File: src/rtl/mem_arb_pkg.sv
// Shared types for the instruction-fetch / data memory arbiter.
package mem_arb_pkg;

    localparam int STARVE_MAX_DEFAULT = 4;

    typedef enum logic [1:0] {
        ST_IDLE    = 2'd0,
        ST_BUSY_IF = 2'd1,
        ST_BUSY_D  = 2'd2
    } arb_state_t;

    typedef enum logic {
        SRC_IF = 1'b0,
        SRC_D  = 1'b1
    } arb_src_t;

    typedef struct packed {
        arb_src_t    src;
        logic        we;
        logic [31:0] adr;
        logic [31:0] wdata;
    } arb_txn_t;

endpackage

File: src/rtl/mem_arb_starve_cnt.sv
// Saturating count of data grants issued while a fetch request is waiting.
module mem_arb_starve_cnt
    import mem_arb_pkg::*;
#(
    parameter int MAX = STARVE_MAX_DEFAULT
) (
    input  logic clk_i,
    input  logic rst_i,
    input  logic inc,
    input  logic clr,
    output logic at_max
);

    localparam int W = $clog2(MAX + 1);
    localparam logic [W-1:0] MAX_V = W'(MAX);

    logic [W-1:0] cnt_q;

    // Clear wins over increment; increment stops at MAX.
    always_ff @(posedge clk_i) begin
        if (!rst_i) begin
            cnt_q <= '0;
        end else if (clr) begin
            cnt_q <= '0;
        end else if (inc && (cnt_q != MAX_V)) begin
            cnt_q <= cnt_q + 1'b1;
        end
    end

    assign at_max = (cnt_q == MAX_V);

endmodule

File: src/rtl/mem_arbiter.sv
// Two-port (fetch / data) arbiter in front of a single-outstanding memory port.
//
//   state      | meaning
//   -----------+-------------------------------------------------------------
//   ST_IDLE    | no access in flight; grants are issued combinationally here
//   ST_BUSY_IF | fetch access on the memory port, waiting for mem_ack_i
//   ST_BUSY_D  | data access on the memory port, waiting for mem_ack_i
module mem_arbiter
    import mem_arb_pkg::*;
#(
    parameter int STARVE_MAX = STARVE_MAX_DEFAULT
) (
    input  logic        clk_i,
    input  logic        rst_i,
    input  logic        if_req_i,
    input  logic [31:0] if_adr_i,
    output logic        if_gnt_o,
    output logic        if_rvalid_o,
    output logic [31:0] if_rdata_o,
    input  logic        d_req_i,
    input  logic        d_we_i,
    input  logic [31:0] d_adr_i,
    input  logic [31:0] d_wdata_i,
    output logic        d_gnt_o,
    output logic        d_rvalid_o,
    output logic [31:0] d_rdata_o,
    output logic        mem_req_o,
    output logic        mem_we_o,
    output logic [31:0] mem_adr_o,
    output logic [31:0] mem_wdata_o,
    input  logic [31:0] mem_rdata_i,
    input  logic        mem_ack_i
);

    arb_state_t state_q, state_d;
    arb_txn_t   txn_q, txn_d;
    logic       cnt_inc, cnt_clr, at_max;
    logic       busy, busy_if, busy_d;

    assign busy_if = (state_q == ST_BUSY_IF);
    assign busy_d  = (state_q == ST_BUSY_D);
    assign busy    = busy_if || busy_d;

    mem_arb_starve_cnt #(
        .MAX (STARVE_MAX)
    ) u_starve_cnt (
        .clk_i  (clk_i),
        .rst_i  (rst_i),
        .inc    (cnt_inc),
        .clr    (cnt_clr),
        .at_max (at_max)
    );

    // State and transaction register; reset abandons any access in flight.
    always_ff @(posedge clk_i) begin
        if (!rst_i) begin
            state_q <= ST_IDLE;
            txn_q   <= '0;
        end else begin
            state_q <= state_d;
            txn_q   <= txn_d;
        end
    end

    // Arbitration, grants and next state; data has priority unless fetch has starved.
    always_comb begin
        state_d  = state_q;
        txn_d    = txn_q;
        if_gnt_o = 1'b0;
        d_gnt_o  = 1'b0;
        cnt_inc  = 1'b0;
        cnt_clr  = 1'b0;
        case (state_q)
            ST_IDLE: begin
                if (rst_i) begin
                    cnt_clr = !if_req_i;
                    if (if_req_i && (!d_req_i || at_max)) begin
                        if_gnt_o    = 1'b1;
                        cnt_clr     = 1'b1;
                        state_d     = ST_BUSY_IF;
                        txn_d.src   = SRC_IF;
                        txn_d.we    = 1'b0;
                        txn_d.adr   = if_adr_i;
                        txn_d.wdata = 32'd0;
                    end else if (d_req_i) begin
                        d_gnt_o     = 1'b1;
                        cnt_inc     = if_req_i;
                        state_d     = ST_BUSY_D;
                        txn_d.src   = SRC_D;
                        txn_d.we    = d_we_i;
                        txn_d.adr   = d_adr_i;
                        txn_d.wdata = d_wdata_i;
                    end
                end
            end
            ST_BUSY_IF, ST_BUSY_D: begin
                if (mem_ack_i) begin
                    state_d = ST_IDLE;
                end
            end
            default: begin
                state_d = ST_IDLE;
            end
        endcase
    end

    // Completion pulses and read data capture; write completions leave d_rdata_o untouched.
    always_ff @(posedge clk_i) begin
        if (!rst_i) begin
            if_rvalid_o <= 1'b0;
            d_rvalid_o  <= 1'b0;
            if_rdata_o  <= '0;
            d_rdata_o   <= '0;
        end else begin
            if_rvalid_o <= busy_if && mem_ack_i;
            d_rvalid_o  <= busy_d && mem_ack_i;
            if (busy_if && mem_ack_i) begin
                if_rdata_o <= mem_rdata_i;
            end
            if (busy_d && mem_ack_i && !txn_q.we) begin
                d_rdata_o <= mem_rdata_i;
            end
        end
    end

    assign mem_req_o   = busy;
    assign mem_we_o    = busy && txn_q.we;
    assign mem_adr_o   = busy ? txn_q.adr : 32'd0;
    assign mem_wdata_o = busy ? txn_q.wdata : 32'd0;

endmodule

File: config.mk
export PLATFORM = sky130hd
export DESIGN_NAME = mem_arbiter
export DESIGN_NICKNAME = d
export VERILOG_FILES = /design/src/rtl/mem_arb_pkg.sv /design/src/rtl/mem_arb_starve_cnt.sv /design/src/rtl/mem_arbiter.sv
export SDC_FILE = /design/constraint.sdc
export NUM_CORES = 1
export LEC_CHECK = 0
export ABC_AREA = 1
export CORE_MARGIN = 2
export CORE_UTILIZATION = 45
export CTS_CLUSTER_SIZE = 10
export DETAILED_ROUTE_END_ITERATION = 6
export PLACE_DENSITY = 0.87
export SETUP_SLACK_MARGIN = 0.05
export SKIP_CTS_REPAIR_TIMING = 1
export SYNTH_ARGS = -nofsm -noshare
export SYNTH_HDL_FRONTEND = slang
export SYNTH_SLANG_ARGS = --single-unit
File: constraint.sdc
create_clock -name clk_i -period 3.5 [get_ports clk_i]
set_input_delay 0.7 -clock clk_i [delete_from_list [all_inputs] [get_ports clk_i]]
set_output_delay 0.7 -clock clk_i [all_outputs]
set_load 0.02 [all_outputs]
After elaboration in Yosys (flattened, before gate mapping). Index checks and enable logic that the tools add are counted.

Register bits: 136. Latch bits: 0. RAM bits: 0. ROM bits: 0. Bits of input ports: 134. Output and inout port bits: 134. Logic and storage cells: 56. Memories: 0.

Add/subtract/negate cells: 1. Multiply operators: 0. Div/mod/pow operators: 0. Order comparisons: 0. Equal/unequal tests: 6. Shifts and indexed selects: 0. Mux-type cells: 22. Bitwise gates (word level): 1. Reductions and logical operators: 17.

Operators by type and width (number): 65-bit 2-to-1 mux (2); 32-bit 2-to-1 mux (2); 1-bit 2-to-1 mux (14); 1-bit logical AND (6); 2-bit 2-to-1 mux (3); 3-bit != test (second input constant) (2); 2-bit case mux with 2 select lines (1); 2-bit AND reduction (2); 2-bit OR reduction (2); 3-bit by 1-bit adder with 3-bit output (second input constant) (1); 3-bit == test (second input constant) (1); 1-bit zero test (3); 2-bit by 1-bit == test with 1-bit output (second input constant) (1); 2-bit == test (second input constant) (1); 2-bit zero test (1); 1-bit logical OR (2); 2-bit != test (second input constant) (1); 2-bit nonzero test (1); 1-bit NOT (1).

Logic depth before layout (Yosys ltp). Gate-level depths: netlist (run 1).

Word-level depth: 7. Depth in mapped cells: 12. Depth with buffers taken out: 9.

Cells and area by module. Synthesis (run 1) repeated with hierarchy kept, for this count alone.

Cells, all modules: 905. Area total of the unflattened synthesis: 5970.7 sq um.

Modules (own cells, without submodules): mem_arbiter (times used 1, cells an instance 877, area an instance 5791.8 sq um, sequential area each 2662.6 sq um); mem_arb_starve_cnt (times used 1, cells an instance 28, area an instance 178.9 sq um, sequential area each 60.1 sq um).

Worst setup path before layout (run 1). OpenSTA, ideal clock, no wires.

Path type: input-to-output. Start point: input port d_req_i. End point: output port d_gnt_o. Arrival time: 1.696 ns. Required time: 2.800 ns. Path slack: 1.104 ns. Stages on the path: 4. Path buffers: 1. Cells stage by stage: nand2_1 nand2_1 clkbuf_1 nor3b_1.

Cells in the longest elaborated chain, start to end: 6. Elaborated cells between the ends (all ways): 7. Those cells by class: mux (4); reduce/logical (3).

Ends and longest elaborated chain: start, declared (line mem_arbiter.sv:20) `input logic d_req_i,`; 1-bit zero test (line mem_arbiter.sv:77) `if (if_req_i && (!d_req_i || at_max)) begin`; 1-bit logical OR (line mem_arbiter.sv:77); 1-bit logical AND (line mem_arbiter.sv:77); 1-bit 2-to-1 mux * (line mem_arbiter.sv:77); 1-bit 2-to-1 mux * (line mem_arbiter.sv:75) `if (rst_i) begin`; 1-bit 2-to-1 mux * (line mem_arbiter.sv:73) `case (state_q)`; end, declared (line mem_arbiter.sv:24) `output logic d_gnt_o,`.

Every way passes the cells marked *; elsewhere a longest branch is shown, timed or not.

Worst setup path after layout (run 1).
Start point: register state_q[1]. End point: output port mem_adr_o[0].

Cells in the longest elaborated chain, start to end: 3. Elaborated cells between the ends (all ways): 4. Those cells by class: eq/ne (2); mux (1); reduce/logical (1).

Ends and longest elaborated chain: start, declared (line mem_arbiter.sv:35) `arb_state_t state_q, state_d;`; start signal, assigned (line mem_arbiter.sv:60) `state_q <= state_d;`; 2-bit by 1-bit == test with 1-bit output or 2-bit == test (tied branches) (line mem_arbiter.sv:40, mem_arbiter.sv:41); 1-bit logical OR * (line mem_arbiter.sv:42) `assign busy = busy_if || busy_d;`; 32-bit 2-to-1 mux * (line mem_arbiter.sv:128) `assign mem_adr_o = busy ? txn_q.adr : 32'd0;`; end, declared (line mem_arbiter.sv:29) `output logic [31:0] mem_adr_o,`.

Marks and branches as above.

==> impl_results.md, run 1 <==
- Status: complete, no violations
- CP Data Arrival Time: roughly 2.5 ns
- Avg Cell Area, Syn: between 6 and 7 µm²
- Syn Inst Count: between 800 and 900
- Seq/Total Area, Yosys: 46.22%
- Routed wire per std cell: 14.76 µm
- Worst-Skew Late Latency: about 0.4 ns
- Pin count of the biggest net entering global routing: 75
- Critical path class: register to primary output
- Max FO, Critical Path: 54
- Clock skew: approximately 0.007 ns
- Fin crit share: 90.43%
- IO Pins: ~270
- R2R cell count: 9
- Worst setup path end: mem_adr_o[0]
- Post-DRT Antenna Nets: 0
- Port bufs: approximately 270
- Setup violators final: 0
- Tmin final: between 3 and 4 ns
- Synth cell types: 18
- GP Congestion: 0.8772
- Number of global-route vias before repair: 5892
- Max_slew headroom: 30.77%
- Crit end category: primary output
- Rows: 41
- Syn nets: 1007
- Layout cell share with drive strength beyond 1: between 4 and 5%
- Post-route setup TNS: 0 ns
- Worst endpoint required time: about 2.8 ns
- Clk sinks: 136
- Initial antenna violation count: 0
- Reg2reg end: txn_q[37]$_SDFFE_PN0P_
- CTS tree: done
- Fin. max-slew vios: 0
- Max-cap viol count: 0
- Peak supply drop: around 320 µV
- Area Growth Syn to Fin: 57.63%
- R2R setup slack: approximately 1.6 ns
- Clock transition at path regs: 0.06 ns
- Core outline area: 12720 µm²
- Gr ovfl total: 0
- Die W: around 120 µm
- DR iter-0 viols: about 600
- H-tree Lvls: 4
- Worst min path class: register to register
- Synthesis Warnings: 0
- Synth Flop Type: dfxtp_1
- Netlist Area Pre-Place: 5891 µm²
- Starting density of the core: a little under half
- Yosys reg bits: about 140
- RSZ-0062 raised after global routing: no
- CP Launch Point: state_q[1]$_SDFFE_PN0P_
- Type of origin of the critical path: register
- Hpwl dp: 12.84 mm
- Routed WL: roughly 19 mm
- ANT cells: 0
- Clock Tree Buf Depth: 2
- Hold Vio Cnt, Final: 0
- Die ar.: around 14000 µm²
- PwrDens: between 400 and 500 nW/µm²
- Nets@finish: ~1200
- Num CTS Buffers: 17
- Core Util, Final: between 70% and 80%
- EDFF count, synth: 0
- CTS root buffer: clkbuf_16
- First-pass GRT wire length: approximately 30 mm
- Leak: approximately 4.4 nW
- Ys async rst share: 0%
- RR Startpoint: state_q[1]$_SDFFE_PN0P_
- Max Clk Rate: roughly 0.32 GHz
- Vias: 6461
- Vias per cell: approximately 5
- DR pass1 iterations: 7
- Gr usage total: a little over a quarter
- Die H: around 120 µm
- DRC errors left: 0
- Worst slew pin tran: 1.037 ns
[Yosys cell counts, types with 2 or more instances]
cell type / number / area share [%]
nand2_1: 186 / 12
dfxtp_1: 136 / 46
nor2_1: 135 / 8.6
inv_1: 104 / 6.6
nand3_1: 100 / 8.5
o21ai_0: 64 / 5.4
clkbuf_1: 38 / 2.4
a21oi_1: 37 / 3.1
nand4_1: 29 / 3.1
buf_2: 17 / 1.4
buf_1: 5 / 0.32
ha_1: 5 / 1.1
buf_4: 4 / 0.51
inv_2: 3 / 0.19
nor3_1: 2 / 0.17
[state kept, by name, indices dropped and copies added, names as in the netlist]
register	count
d_rvalid_o	1
if_rdata_o	32
if_rvalid_o	1
txn_q	65
state_q	2
u_starve_cnt.cnt_q	3
d_rdata_o	32
[worst max-delay path: stages (launching register included)]
cell and delay (ns):
dfxtp_1 0.35, inv_1 0.07, ha_2 0.53, buf_12 0.30
nand2_1 0.09, inv_1 0.06, clkdlybuf4s50_1 0.63
[cell families (layout without fill, tap and decap cells)]
family	after synthesis	count (layout)	synth area share, %
adder cells (fa/ha/maj)	5	5	1.062
flip-flops	136	136	46.22
AND/OR/NAND/NOR	455	455	32.63
AO/OA/AOI/OAI	101	101	8.581
buffers and inverters	171	421	11.51
[through the flow]
step / cell area, µm² / instances / total power [W] / worst slack, ns / hold slack [ns]
after floorplan: 5891 / 868 / 0.002280 / 1.104 / 0.4447
after global placement: 8642 / 1258 / 0.002716 / 0.5748 / 0.4524
after detailed placement: 8642 / 1258 / 0.002731 / 0.5346 / 0.4567
after CTS: 9285 / 1290 / 0.004636 / 0.3098 / 0.4663
after global routing: 9285 / 1290 / 0.004793 / 0.2446 / 0.4774
final: 9285 / 1290 / 0.004601 / 0.3348 / 0.4677
[cell usage in the layout (no fill, tap or decap), drive strengths merged, types with 5 or more instances in the layout]
cell / Yosys / layout
nor2: 137 / 137
nand2: 186 / 186
ha: 5 / 5
clkdlybuf4s50: 0 / 266
o21ai: 64 / 64
a21oi: 37 / 37
inv: 107 / 107
nand3: 100 / 100
clkbuf: 38 / 28
dfxtp: 136 / 136
buf: 26 / 16
nand4: 29 / 29
[area by class of cell]
cell class              instances  area, µm²
fillers                       994       3437
repair buffers                282       2805
flip-flops and latches        136       2723
multi-input cells             561       2497
clock buffers                  28      566.8
inverters                     107      401.6
well taps                     172      215.2
clock inverters                 4      76.32
[worst min path at each step]
stage | startpoint | end | slack [ns] | cells past startpoint
2_1_floorplan | txn_q[0]$_SDFFE_PN0P_ | txn_q[0]$_SDFFE_PN0P_ | 0.44 | 2
3_3_place_gp | txn_q[2]$_SDFFE_PN0P_ | txn_q[2]$_SDFFE_PN0P_ | 0.45 | 2
3_5_place_dp | txn_q[23]$_SDFFE_PN0P_ | txn_q[23]$_SDFFE_PN0P_ | 0.46 | 2
4_1_cts | txn_q[23]$_SDFFE_PN0P_ | txn_q[23]$_SDFFE_PN0P_ | 0.47 | 2
5_1_grt | txn_q[6]$_SDFFE_PN0P_ | txn_q[6]$_SDFFE_PN0P_ | 0.48 | 2
6_report | txn_q[4]$_SDFFE_PN0P_ | txn_q[4]$_SDFFE_PN0P_ | 0.47 | 2
[power breakdown]
| part | total [W] | switching (W) | internal [W] |
|---|---|---|---|
| logic | 0.000972 | 0.000538 | 0.000434 |
| registers | 0.00173 | 0.0000613 | 0.00167 |
| clock network | 0.00190 | 0.000656 | 0.00124 |
[layer usage]
layer	track usage, %	vias to the layer above	part of all wire, %
met3	11.73	25	11
met1	30.76	2928	39
li1	-	3200	-
met4	9.821	0	2.0
met5	0	-	0
met2	44.36	308	48
Power figures use the tool's default switching activity.
==> run 2: changes to the inputs <==
--- a/config.mk
+++ b/config.mk
@@ -6,6 +6,7 @@
 export NUM_CORES = 1
 export LEC_CHECK = 0
 export ABC_AREA = 1
+export CORE_ASPECT_RATIO = 0.8
 export CORE_MARGIN = 2
 export CORE_UTILIZATION = 45
 export CTS_CLUSTER_SIZE = 10
==> run 2 against run 1 <==
Against the previous run: register-to-register slack got worse by 0.06 ns; final cell count increased by 0.31%; first-iteration DRC count decreased by 21%; combinational power about the same; power decreased by 3.5%; largest cell class unchanged; highest routed layer unchanged.
==> impl_results.md, run 2 (same netlist as run 1, synthesis figures left out) <==
- CP max stage delay: 0.62 ns (about the same)
- Largest delay share family, worst path: buffers and inverters
- Layout cell share with drive strength beyond 1: 5.009% (+0.089 points)
- GP Congestion: 0.8041 (-8.3%)
- First-pass GRT wire length: 30.60 mm (+1.0%)
- Gr usage total: 27.03% (+0.19 points)
- CP Data Arrival Time: 2.47 ns (about the same)
- DR pass1 iterations: 7 (unchanged)
- Nets@finish: 1244 (unchanged)
- Path length in cells of the critical path: 6 (unchanged)
- Reg2reg end: txn_q[62]$_SDFFE_PN0P_
- Starting density of the core: 45.94% (-0.37 points)
- R2R cell count: 9 (unchanged)
- Fin. max-slew vios: 0 (unchanged)
- Worst-Skew Late Latency: 0.41 ns (about the same)
- CP Launch Point: state_q[0]$_SDFFE_PN0P_
- CTS tree: done
- Leak: 4.322 nW (-0.91%)
- Post-DRT Antenna Nets: 0 (unchanged)
- Max_slew headroom: 38.89% (+8.1 points)
- Core outline area: 12820 µm² (+0.80%)
- Port bufs: 267 (unchanged)
- Most frequent cells in the layout: 266 x clkdlybuf4s50_1, 185 x nand2_1, 136 x dfxtp_1, 134 x nor2_1, 104 x inv_1
- Routed WL: 19.06 mm (+0.11%)
- Num CTS Buffers: 17 (unchanged)
- DR iter-0 viols: 485 (-21%)
- Max-cap viol count: 0 (unchanged)
- CP bufs+invs: 4 (unchanged)
- Worst path most repeated cell: inv_1
- Number of global-route vias before repair: 6092 (+3.4%)
- R2R setup slack: 1.55 ns (-0.06 ns)
- Worst slew pin tran: 0.9167 ns (-0.1207 ns)
- Die ar.: 14030 µm² (about the same)
- Die W: 131.9 µm (+11%)
- Vias: 6456 (-0.077%)
- Core Util, Final: 71.95% (-1.0 points)
- Vias per cell: 4.989 (-0.39%)
- Max Clk Rate: 0.3158 GHz (about the same)
- Clock Tree Buf Depth: 2 (unchanged)
- Most common cell after layout, fill and taps aside: clkdlybuf4s50_1
- CTS root buffer: clkbuf_16
- Routed wire per std cell: 14.73 µm (-0.20%)
- Clk sinks: 136 (unchanged)
- PwrDens: 481.1 nW/µm² (-2.9%)
- Fin crit share: 90.49% (about the same)
- Peak supply drop: 390.4 µV (+22%)
- Clock skew: 0.01220 ns (+0.005035 ns)
- Pin count of the biggest net entering global routing: 102 (+36%)
- Area Growth Syn to Fin: 56.63%
- Rows: 37 (-9.8%)
- Setup violators final: 0 (unchanged)
- Type of origin of the critical path: register
- Worst min path class: register to register
- Hpwl dp: 12.91 mm (+0.60%)
- Clock transition at path regs: 0.06 ns (about the same)
- Crit-path cells: inv_1 > ha_2 > buf_4 > nand2_1 > inv_1 > clkdlybuf4s50_1
- Hold Vio Cnt, Final: 0 (unchanged)
- Worst endpoint required time: 2.80 ns (about the same)
- Tmin final: 3.167 ns (+0.001830 ns)
- RR Startpoint: state_q[0]$_SDFFE_PN0P_
- Initial antenna violation count: 0 (unchanged)
- Regs by FF count: txn_q: 65 flops, d_rdata_o: 32 flops, if_rdata_o: 32 flops
- Status: complete, no violations
- DRC errors left: 0 (unchanged)
- IO Pins: 268 (unchanged)
- Max FO, Critical Path: 17 (-69%)
- Post-route setup TNS: 0 ns (unchanged)
- Crit end category: primary output
- Die H: 106.3 µm (-10%)
- Max FFs per register: 65 (unchanged)
- Slowest-stage cell, CP: clkdlybuf4s50_1
- Critical path class: register to primary output
- Worst setup path end: mem_adr_o[9]
- RSZ-0062 raised after global routing: no
- H-tree Lvls: 4 (unchanged)
- Top reg by flops: txn_q
- Gr ovfl total: 0 (unchanged)
==> run 2: changes by cell type in the layout (fill, tap and decap cells not counted) <==
cell	change
bufinv_16	-1
clkbuf_1	-1
clkbuf_8	-9
clkinv_2	+1
clkinv_4	+2
clkinvlp_4	+2
diode_2	+1
inv_6	+5
inv_8	+1
==> run 2: where the power goes <==
part | leakage (nW) | internal [W] | total (W) | switching [W]
Clock | 0.276 | 0.00101 | 0.00174 | 0.000722
Sequential | 1.11 | 0.00167 | 0.00173 | 0.0000612
Combinational | 2.93 | 0.000435 | 0.000973 | 0.000538
Total | 4.32 | 0.00312 | 0.00444 | 0.00132
==> run 2: layer usage <==
layer	track usage (%)	vias to the layer above	wire (µm)
met5	0	-	0
met3	10.92	36	2105
met2	44.90	276	8905
li1	-	3203	-
met1	31.10	2941	7541
met4	11.02	0	504
==> run 2: how the worst min path moves through the flow <==
stage,slack (ns),endpoint,startpoint,cells past startpoint
floorplan,0.44,txn_q[0]$_SDFFE_PN0P_,txn_q[0]$_SDFFE_PN0P_,2
global placement,0.45,txn_q[29]$_SDFFE_PN0P_,txn_q[29]$_SDFFE_PN0P_,2
detailed placement,0.46,txn_q[5]$_SDFFE_PN0P_,txn_q[5]$_SDFFE_PN0P_,2
CTS,0.47,txn_q[5]$_SDFFE_PN0P_,txn_q[5]$_SDFFE_PN0P_,2
global route,0.48,txn_q[27]$_SDFFE_PN0P_,txn_q[27]$_SDFFE_PN0P_,2
finish,0.47,txn_q[6]$_SDFFE_PN0P_,txn_q[6]$_SDFFE_PN0P_,2
==> run 2: area by class of cell <==
type                    instances  area (µm²)
fillers                      1000        3597
repair buffers                282        2805
flip-flops and latches        136        2723
multi-input cells             561        2497
clock buffers                  18       439.2
inverters                     107       401.6
well taps                     175       219.0
clock inverters                14       138.9
diodes                          1       2.502
==> run 2: worst reg2reg max path: stages, from the launching register on <==
cell and delay (ns):
dfxtp_1 0.33, inv_1 0.09, ha_2 0.37, inv_2 0.12, nor2_4 0.14, buf_4 0.45
nand3_1 0.15, nand3_1 0.09, nand2_1 0.07, inv_1 0.09
==> run 2: through the flow <==
stage	std cells	worst slack (ns)	area [µm²]	total power (W)	hold slack (ns)
finish	1294	0.3330	9226	0.004439	0.4651
CTS	1293	0.3129	9224	0.004476	0.4657
global placement	1261	0.4920	8646	0.002716	0.4527
floorplan	868	1.104	5891	0.002280	0.4447
global route	1293	0.2091	9224	0.004643	0.4843
detailed placement	1261	0.4714	8646	0.002731	0.4559
